`src/rtl/rf_write_arbiter.sv`:
```
// rf_write_arbiter: owns the single register-file write port and shares it
// between the WB stage (top priority, no backpressure) and a long-latency
// auxiliary unit that enters through a small valid/ready FIFO.
// A pending bitmap exposes buffered destinations to the hazard unit. A
// one-cycle WB bubble request (stall_wb) is raised when aux writes starve.
// Optional feature macro: RF_ARB_BYPASS_EN. When defined, an aux request
// that arrives with an empty FIFO and an idle WB slot is issued directly.
module rf_write_arbiter #(
  parameter int DATA_WIDTH    = 32,
  parameter int ADDRESS_WIDTH = 4,
  parameter int REG_COUNT     = 15,
  parameter int FIFO_DEPTH    = 4,
  parameter int STARVE_LIMIT  = 8
) (
  input  logic                     clk,
  input  logic                     rst,
  input  logic                     wb_req_en,
  input  logic [ADDRESS_WIDTH-1:0] wb_req_dest,
  input  logic [DATA_WIDTH-1:0]    wb_req_value,
  input  logic                     aux_valid,
  output logic                     aux_ready,
  input  logic [ADDRESS_WIDTH-1:0] aux_dest,
  input  logic [DATA_WIDTH-1:0]    aux_value,
  output logic                     WB_en,
  output logic [ADDRESS_WIDTH-1:0] WB_Dest,
  output logic [DATA_WIDTH-1:0]    WB_Value,
  output logic [REG_COUNT-1:0]     pending,
  output logic                     stall_wb,
  output logic                     proto_err
);

  localparam int PTR_W = (FIFO_DEPTH > 1) ? $clog2(FIFO_DEPTH) : 1;
  localparam int CNT_W = PTR_W + 1;
  localparam int STV_W = $clog2(STARVE_LIMIT + 1);
  localparam logic [CNT_W-1:0]       FULL_COUNT = CNT_W'(FIFO_DEPTH);
  localparam logic [ADDRESS_WIDTH:0] REG_LIMIT  = (ADDRESS_WIDTH + 1)'(REG_COUNT);
  localparam logic [STV_W-1:0]       STARVE_MAX = STV_W'(STARVE_LIMIT);

  // FIFO storage and bookkeeping
  logic [ADDRESS_WIDTH-1:0] fifo_dest_q  [FIFO_DEPTH];
  logic [DATA_WIDTH-1:0]    fifo_value_q [FIFO_DEPTH];
  logic [PTR_W-1:0]         rd_ptr_q, rd_ptr_d;
  logic [PTR_W-1:0]         wr_ptr_q, wr_ptr_d;
  logic [CNT_W-1:0]         count_q, count_d;
  logic [FIFO_DEPTH-1:0]    entry_valid;

  // Output port registers
  logic                     wb_en_q, wb_en_d;
  logic [ADDRESS_WIDTH-1:0] wb_dest_q, wb_dest_d;
  logic [DATA_WIDTH-1:0]    wb_value_q, wb_value_d;

  // Starvation and protocol tracking
  logic [STV_W-1:0]         starve_q, starve_d;
  logic                     stall_q, stall_d;
  logic                     stall_seen_q;
  logic                     proto_q, proto_d;

  // Per-cycle decisions
  logic                     fifo_empty;
  logic                     push;
  logic                     pop;
  logic                     bypass;
  logic                     iss_valid;
  logic [ADDRESS_WIDTH-1:0] iss_dest;
  logic [DATA_WIDTH-1:0]    iss_value;
  logic                     iss_dest_ok;
  logic [REG_COUNT-1:0]     wb_dest_hot;
  logic                     wb_hazard;

  assign fifo_empty = (count_q == '0);
  // Ready depends only on registered occupancy; held low during reset.
  assign aux_ready  = !rst && (count_q != FULL_COUNT);
  // WB always wins the slot; the FIFO head only drains in idle WB cycles.
  assign pop        = !wb_req_en && !fifo_empty;

`ifdef RF_ARB_BYPASS_EN
  assign bypass = !wb_req_en && fifo_empty && aux_valid && aux_ready;
`else
  assign bypass = 1'b0;
`endif

  // A bypassed request is issued directly and never occupies an entry.
  assign push = aux_valid && aux_ready && !bypass;

  // Entry i is live when it lies within count slots of the read pointer.
  generate
    for (genvar gi = 0; gi < FIFO_DEPTH; gi++) begin : g_entry
      logic [PTR_W-1:0] offset;
      assign offset          = PTR_W'(gi) - rd_ptr_q;
      assign entry_valid[gi] = ({1'b0, offset} < count_q);
    end
  endgenerate

  // Pending bit r is the OR of all live entries targeting r; duplicates
  // keep the bit set until the last of them drains.
  generate
    for (genvar gr = 0; gr < REG_COUNT; gr++) begin : g_reg
      logic [FIFO_DEPTH-1:0] match;
      for (genvar gi = 0; gi < FIFO_DEPTH; gi++) begin : g_match
        assign match[gi] = entry_valid[gi] && (fifo_dest_q[gi] == ADDRESS_WIDTH'(gr));
      end
      assign pending[gr]     = |match;
      assign wb_dest_hot[gr] = (wb_req_dest == ADDRESS_WIDTH'(gr));
    end
  endgenerate

  assign wb_hazard = wb_req_en && |(pending & wb_dest_hot);

  // Select the request that owns the write port this cycle.
  always_comb begin
    iss_valid = 1'b0;
    iss_dest  = wb_req_dest;
    iss_value = wb_req_value;
    if (wb_req_en) begin
      iss_valid = 1'b1;
    end else if (pop) begin
      iss_valid = 1'b1;
      iss_dest  = fifo_dest_q[rd_ptr_q];
      iss_value = fifo_value_q[rd_ptr_q];
    end else if (bypass) begin
      iss_valid = 1'b1;
      iss_dest  = aux_dest;
      iss_value = aux_value;
    end
  end

  // Out-of-range destinations are consumed silently; data holds when idle.
  always_comb begin
    iss_dest_ok = ({1'b0, iss_dest} < REG_LIMIT);
    wb_en_d     = iss_valid && iss_dest_ok;
    wb_dest_d   = wb_dest_q;
    wb_value_d  = wb_value_q;
    if (wb_en_d) begin
      wb_dest_d  = iss_dest;
      wb_value_d = iss_value;
    end
  end

  // FIFO pointer and occupancy update.
  always_comb begin
    rd_ptr_d = rd_ptr_q;
    wr_ptr_d = wr_ptr_q;
    count_d  = count_q;
    if (push) begin
      wr_ptr_d = wr_ptr_q + PTR_W'(1);
    end
    if (pop) begin
      rd_ptr_d = rd_ptr_q + PTR_W'(1);
    end
    case ({push, pop})
      2'b10:   count_d = count_q + CNT_W'(1);
      2'b01:   count_d = count_q - CNT_W'(1);
      default: count_d = count_q;
    endcase
  end

  // Starvation counter, one-shot bubble request and sticky protocol flag.
  always_comb begin
    starve_d = '0;
    stall_d  = 1'b0;
    if (!fifo_empty && wb_req_en) begin
      if (starve_q + STV_W'(1) == STARVE_MAX) begin
        stall_d = 1'b1;
      end else begin
        starve_d = starve_q + STV_W'(1);
      end
    end
    // Violations: WB presented right after a bubble request, or WB
    // overtaking a buffered write to the same register.
    proto_d = proto_q || (stall_seen_q && wb_req_en) || wb_hazard;
  end

  // Control and output state registers.
  always_ff @(posedge clk) begin
    if (rst) begin
      rd_ptr_q     <= '0;
      wr_ptr_q     <= '0;
      count_q      <= '0;
      wb_en_q      <= 1'b0;
      wb_dest_q    <= '0;
      wb_value_q   <= '0;
      starve_q     <= '0;
      stall_q      <= 1'b0;
      stall_seen_q <= 1'b0;
      proto_q      <= 1'b0;
    end else begin
      rd_ptr_q     <= rd_ptr_d;
      wr_ptr_q     <= wr_ptr_d;
      count_q      <= count_d;
      wb_en_q      <= wb_en_d;
      wb_dest_q    <= wb_dest_d;
      wb_value_q   <= wb_value_d;
      starve_q     <= starve_d;
      stall_q      <= stall_d;
      stall_seen_q <= stall_q;
      proto_q      <= proto_d;
    end
  end

  // FIFO payload storage; validity is tracked by pointers and count only.
  always_ff @(posedge clk) begin
    if (push) begin
      fifo_dest_q[wr_ptr_q]  <= aux_dest;
      fifo_value_q[wr_ptr_q] <= aux_value;
    end
  end

  assign WB_en     = wb_en_q;
  assign WB_Dest   = wb_dest_q;
  assign WB_Value  = wb_value_q;
  assign stall_wb  = stall_q;
  assign proto_err = proto_q;

endmodule

```
`config.mk`:
```
export PLATFORM = sky130hd
export DESIGN_NAME = rf_write_arbiter
export DESIGN_NICKNAME = d
export VERILOG_FILES = /design/src/rtl/rf_write_arbiter.sv
export SDC_FILE = /design/constraint.sdc
export NUM_CORES = 1
export LEC_CHECK = 0
export CORE_UTILIZATION = 58
export DETAILED_ROUTE_END_ITERATION = 8
export PLACE_DENSITY_LB_ADDON = 0.08
export SYNTH_ARGS = -nofsm -noshare
export SYNTH_HDL_FRONTEND = slang
export SYNTH_SLANG_ARGS = --single-unit
```
`constraint.sdc`:
```
create_clock -name clk -period 6.2 [get_ports clk]
set_input_delay 1.86 -clock clk [delete_from_list [all_inputs] [get_ports clk]]
set_output_delay 1.86 -clock clk [all_outputs]
set_load 0.03 [all_outputs]
```
==> out/summary.txt, run 1 <==
Port bufs - 130
Max-Cap Viols - 0
Rel. slew slack - 30.1%
Hold Path Stages - 1
Net count reported at finish - 786
Clock Skew - 0.00838 ns
Detailed Route Iter0 Violations - 365
Critical Path Max Stage Delay - 0.62 ns
Final Hold Viols - 0
Vias - 5,479
Clock latency on the worst-skew pair - 0.44 ns
Clock power frac - 25.2%
Core Area - 14,100 um^2
Yosys reg bits - 197
Pin count of the biggest net entering global routing - 70
Post-cts hold buffer count - 0
Hold path start - stall_wb
Critical path's slowest cell - clkdlybuf4s50_1
RR Startpoint - rd_ptr_q[0]
Postcts setup bufs - 0
Synthesized cell area - 8490 um^2
CTS tree - done
Die area - 15,100 um^2
Htree depth - 4
Final setup fails - 0
DRC Markers - 0
CP Class - reg2out
Effective utilization at floorplan - 60.2%
TritonCTS Buffers - 17
Syn nets - 664
Yosys warns - 0
Crit path time final - 5.15 ns
Yosys top cell area share - 51.0%
Sequential cell area fraction in the yosys report - 63.5%
Antenna violations before repair - 0
Routed WL - 20,000 um
Req. time, crit path - 4.34 ns
Family with the most delay on the worst path - buffers and inverters
R2r setup slk - 2.92 ns
P_leak - 3.53 nW
Synth Flop Type - edfxtp_1
Status - finished, final reports clean
Worst-margin pin slew - 1.05 ns
Critical path arrival - 3.29 ns
Cells after Synth - 577
RR Endpoint - proto_err
Cell variety after synth - 63
Vias in the first global route - 5,532
Pre-antenna DRT Iters - 4
Worst Reg2Reg Path Length in Cells - 10
First-pass GRT wire length - 30,100 um
Sw frac - 35.2%
Chip Width - 123 um
Crit. Startpoint - rd_ptr_q[0]
Vias per inst - 6.14
Die H - 123 um
Critical path peak fanout - 7
Sequential Power Share - 38.5%
Setup_tns - 0 ns
Post-synthesis async set-or-reset flop share - 0%
RePlAce Congestion - 0.922
Max VDD drop - 352 uV
Commonest non-fill, non-tap cell in the layout - edfxtp_1
Unrepaired setup endpoints after global routing - false
Total power - 0.00436 W
Post-synth EDFFs - 144
I/O pin count - 131
Total track usage - 27.7%
Clk slew on worst S/H paths - 0.07 ns
HP Class - reg2reg
Tcrit/Tclk final - 83.0%
Max frequency - 194 MHz
Detail Route Antenna Nets - 0
Most frequent cells in the layout - edfxtp_1 (144), clkdlybuf4s50_1 (129), nor2_1 (67)
Hold EP - stall_seen_q
Comb power frac - 36.3%
CP Launch Type - flop
HPWL after detailed placement - 12,900 um
Crit path cell chain - xnor2_1 -> inv_1 -> ha_1 -> nand2b_4 -> o2111ai_1 -> o32ai_1 -> or3_1 -> clkdlybuf4s50_1
Layout cells sized above 1 - 14.0%
PwrDens - 415 nW/um^2
Post-CTS sizing - 0
Synthesized area per cell - 14.7 um^2
ANT cells - 0
P_sw - 0.00153 W
Largest area contributor in the synthesized netlist - edfxtp_1
Synth area leaders - edfxtp_1 (51%), dfxtp_1 (13%), mux4_2 (9.6%)
WL per Instance - 22.4 um
Final global-route overflow total - 0
Clk root buf - clkbuf_16
CP Capture Type - primary output
Slew Limit Fails - 0
Cell Int Power - 0.00283 W
Sink Count - 197
Synth-to-layout area growth - 23.9%
Clock tree buffer depth - 2
Cell row count - 43
Bufs and invs on worst path - 2
[sequential cells by signal, summed over array words and instances (netlist names), 2 cells and up, named ones only]
name	cells
count_q	3
fifo_value_q	128
starve_q	4
WB_Value	32
WB_Dest	4
rd_ptr_q	2
fifo_dest_q	16
wr_ptr_q	2
[power groups by stage]
stage | logic, W | registers, W | clock network (W)
3_5_place_dp | 0.00158 | 0.00170 | 0
3_3_place_gp | 0.00154 | 0.00169 | 0
6_report | 0.00158 | 0.00168 | 0.00110
4_1_cts | 0.00160 | 0.00168 | 0.00111
2_1_floorplan | 0.000918 | 0.00185 | 0
5_1_grt | 0.00169 | 0.00170 | 0.00116
[cell usage after synthesis, types with 2 or more instances]
cell type / n
a211o_1: 6
a211oi_1: 32
a21boi_0: 2
a21oi_1: 2
a311oi_1: 2
a31oi_1: 2
and3_1: 6
buf_1: 5
buf_2: 5
buf_6: 2
clkbuf_1: 19
dfxtp_1: 53
edfxtp_1: 144
ha_1: 10
inv_1: 17
mux2_2: 3
mux2i_1: 32
mux4_2: 36
nand2_1: 14
nand2b_1: 13
nand3_1: 3
nand4b_1: 2
nor2_1: 68
nor2b_1: 6
nor3_1: 16
nor3b_1: 2
nor4_1: 2
o2111ai_1: 7
o21ai_0: 2
o21ai_1: 2
o22ai_1: 9
o31ai_1: 2
o32a_1: 2
o32ai_1: 5
or2_2: 4
or3_1: 6
xnor2_1: 6
xor2_1: 3
[worst max-delay path by stage]
stage,end,slack (ns),depth (start not counted)
floorplan,aux_ready,1.85,1
global placement,aux_ready,1.37,3
detailed placement,aux_ready,1.30,3
CTS,pending[6],1.08,8
global route,pending[10],0.89,8
finish,pending[14],1.05,8
[per-layer routing]
| layer | wire, um | GRT usage (%) | up-vias | share of wire [%] |
|---|---|---|---|---|
| met2 | 10300 | 46.4 | 214 | 52 |
| met3 | 1240 | 7.24 | 22 | 6.2 |
| met5 | 0 | 0 | - | 0 |
| met4 | 269 | 8.99 | 0 | 1.3 |
| li1 | - | - | 2505 | - |
| met1 | 8150 | 35.4 | 2738 | 41 |
[area by class of cell]
| class | instances | area, um^2 |
|---|---|---|
| Inverter | 17 | 63.8 |
| Timing Repair Buffer | 135 | 1330 |
| Clock buffer | 18 | 429 |
| Tap cell | 180 | 225 |
| Clock inverter | 14 | 161 |
| Multi-Input combinational cell | 331 | 2920 |
| Sequential cell | 197 | 5390 |
| Fill cell | 868 | 3580 |
[cell families (layout without fill, tap and decap cells)]
logic type / after synthesis / count (layout) / synth area share (%)
multiplexers: 71 / 71 / 13.7
XOR/XNOR: 9 / 9 / 0.929
AND/OR/NAND/NOR: 151 / 151 / 8.96
AO/OA/AOI/OAI: 89 / 89 / 8.74
adder cells (fa/ha/maj): 11 / 11 / 1.71
buffers and inverters: 49 / 184 / 2.46
flip-flops: 197 / 197 / 63.5
[metrics by stage]
stage / setup WS [ns] / utilization [%] / std cells / area (um^2) / hold slack (ns)
3_5_place_dp: 1.30 / 70.4 / 860 / 9930 / 0.453
6_report: 1.05 / 74.6 / 892 / 10500 / 0.466
2_1_floorplan: 1.85 / - / 577 / 8490 / 0.430
4_1_cts: 1.08 / 74.6 / 892 / 10500 / 0.468
3_3_place_gp: 1.37 / 70.4 / 860 / 9930 / 0.438
5_1_grt: 0.894 / 74.6 / 892 / 10500 / 0.484
Note: power is estimated with default switching activity, not from simulation.
==> run 2, diff against run 1 <==
Settings changed: CORE_UTILIZATION 58 to 54.
Clock period 6.2 ns to 5.29 ns, I/O delays scaled along.
==> out/summary.txt, run 2 (synthesized netlist as in run 1, its figures left out) <==
Status - finished, final reports clean
Hold Path Stages - 1
Critical path peak fanout - 7
Die H - 127 um
Setup_tns - 0 ns
P_sw - 0.00177 W
Vias in the first global route - 5,481
ANT cells - 0
Cell row count - 45
Req. time, crit path - 3.70 ns
Commonest non-fill, non-tap cell in the layout - edfxtp_1
Max reg flops - 128
Antenna violations before repair - 0
RePlAce Congestion - 0.880
I/O pin count - 131
Sw frac - 34.8%
Htree depth - 4
Place WS - 0.947 ns
Max VDD drop - 297 uV
Vias per inst - 5.90
HP Class - reg2reg
HPWL after detailed placement - 12,800 um
CP Class - reg2out
Port bufs - 130
CTS tree - done
Core Area - 15,300 um^2
TritonCTS Buffers - 17
Clk slew on worst S/H paths - 0.08 ns
WL per Instance - 21.0 um
Post-cts hold buffer count - 0
Chip Width - 127 um
Layout cells sized above 1 - 14.1%
Sequential Power Share - 39.0%
# fillers - 1,040
Detailed Route Iter0 Violations - 355
Max frequency - 212 MHz
Vias - 5,438
Detail Route Antenna Nets - 0
CP Capture Type - primary output
Worst-margin pin slew - 1.05 ns
Worst Reg2Reg Path Length in Cells - 10
Final Non-Filler Cells - 922
PwrDens - 481 nW/um^2
Max-Cap Viols - 0
Slew Limit Fails - 0
Effective utilization at floorplan - 55.6%
Total track usage - 25.3%
Fin worst setup slack - 0.562 ns
Placed cells - 890
Largest Register - fifo_value_q
Unrepaired setup endpoints after global routing - false
Pin count of the biggest net entering global routing - 59
First-pass GRT wire length - 30,200 um
Area of the multi-input gates - 2920 um^2
Pre-antenna DRT Iters - 5
Clock power frac - 25.3%
Critical path arrival - 3.14 ns
Routed WL - 19,400 um
Cell Int Power - 0.00331 W
Crit path time final - 4.73 ns
Final Hold Viols - 0
Register area - 5390 um^2
Clock latency on the worst-skew pair - 0.43 ns
Sink Count - 197
Clock tree buffer depth - 2
Rel. slew slack - 30.3%
Most frequent cells in the layout - edfxtp_1 (144), clkdlybuf4s50_1 (129), nor2_1 (67)
DRC Markers - 0
Tcrit/Tclk final - 89.4%
P_leak - 3.54 nW
Final setup fails - 0
CP Launch Type - flop
Clock Skew - 0.0102 ns
Synth-to-layout area growth - 24.4%
Comb power frac - 35.7%
Die area - 16,200 um^2
Postcts setup bufs - 0
Final global-route overflow total - 0
Net count reported at finish - 785
Clk root buf - clkbuf_16
Post-CTS sizing - 0
-- run 2: cell types whose count changed in the layout (fill, tap and decap cells not counted) --
cell / previous run / this run
inv_6: 3 / 7
inv_8: 4 / 1
buf_4: 5 / 3
clkinv_4: 0 / 2
clkinvlp_4: 3 / 1
buf_12: 0 / 1
clkbuf_1: 1 / 0
-- run 2: metal layers --
metal | GRT usage (%) | vias to the layer above | share of wire, %
li1 | - | 2498 | -
met1 | 31.7 | 2749 | 42
met2 | 44.0 | 167 | 52
met3 | 5.32 | 24 | 4.3
met4 | 8.47 | 0 | 1.5
met5 | 0 | - | 0
-- run 2: final timing paths --
| path | startpoint | slack (ns) | endpoint |
|---|---|---|---|
| hold reg to reg | starve_q[0] | 0.47 | starve_q[0] |
| hold / removal | starve_q[0] | 0.47 | starve_q[0] |
| setup reg to reg | rd_ptr_q[0] | 2.16 | proto_err |
| setup / recovery | rd_ptr_q[0] | 0.56 | pending[4] |
-- run 2: power by group through the flow --
stage                     Sequential (W)  Clock [W]  Combinational [W]
final                            0.00198    0.00128            0.00181
after global routing             0.00201    0.00136            0.00195
after CTS                        0.00199    0.00131            0.00183
after detailed placement         0.00202          0            0.00182
after global placement           0.00201          0            0.00180
after floorplan                  0.00216          0            0.00108
-- run 2: area by class of cell --
cell class,instances,area share (%)
repair buffers,134,12.7
clock inverters,15,1.56
flip-flops and latches,197,51.0
inverters,17,0.604
clock buffers,17,4.03
well taps,211,2.50
multi-input cells,331,27.6
-- run 2: stage by stage --
stage / area, um^2 / total power, W / hold slack (ns) / utilization, %
floorplan: 8490 / 0.00324 / 0.430 / -
global placement: 9970 / 0.00380 / 0.441 / 65.3
detailed placement: 9970 / 0.00384 / 0.455 / 65.3
CTS: 10600 / 0.00512 / 0.472 / 69.2
global route: 10600 / 0.00532 / 0.486 / 69.2
finish: 10600 / 0.00508 / 0.469 / 69.2
-- run 2: worst max-delay path: stages (launching register included) --
cell             delay [ns]
dfxtp_1                0.53
xnor2_1                0.19
inv_1                  0.07
ha_1                   0.32
nand2b_4               0.07
o2111ai_1              0.40
o32ai_1                0.19
or3_1                  0.34
clkdlybuf4s50_1        0.60
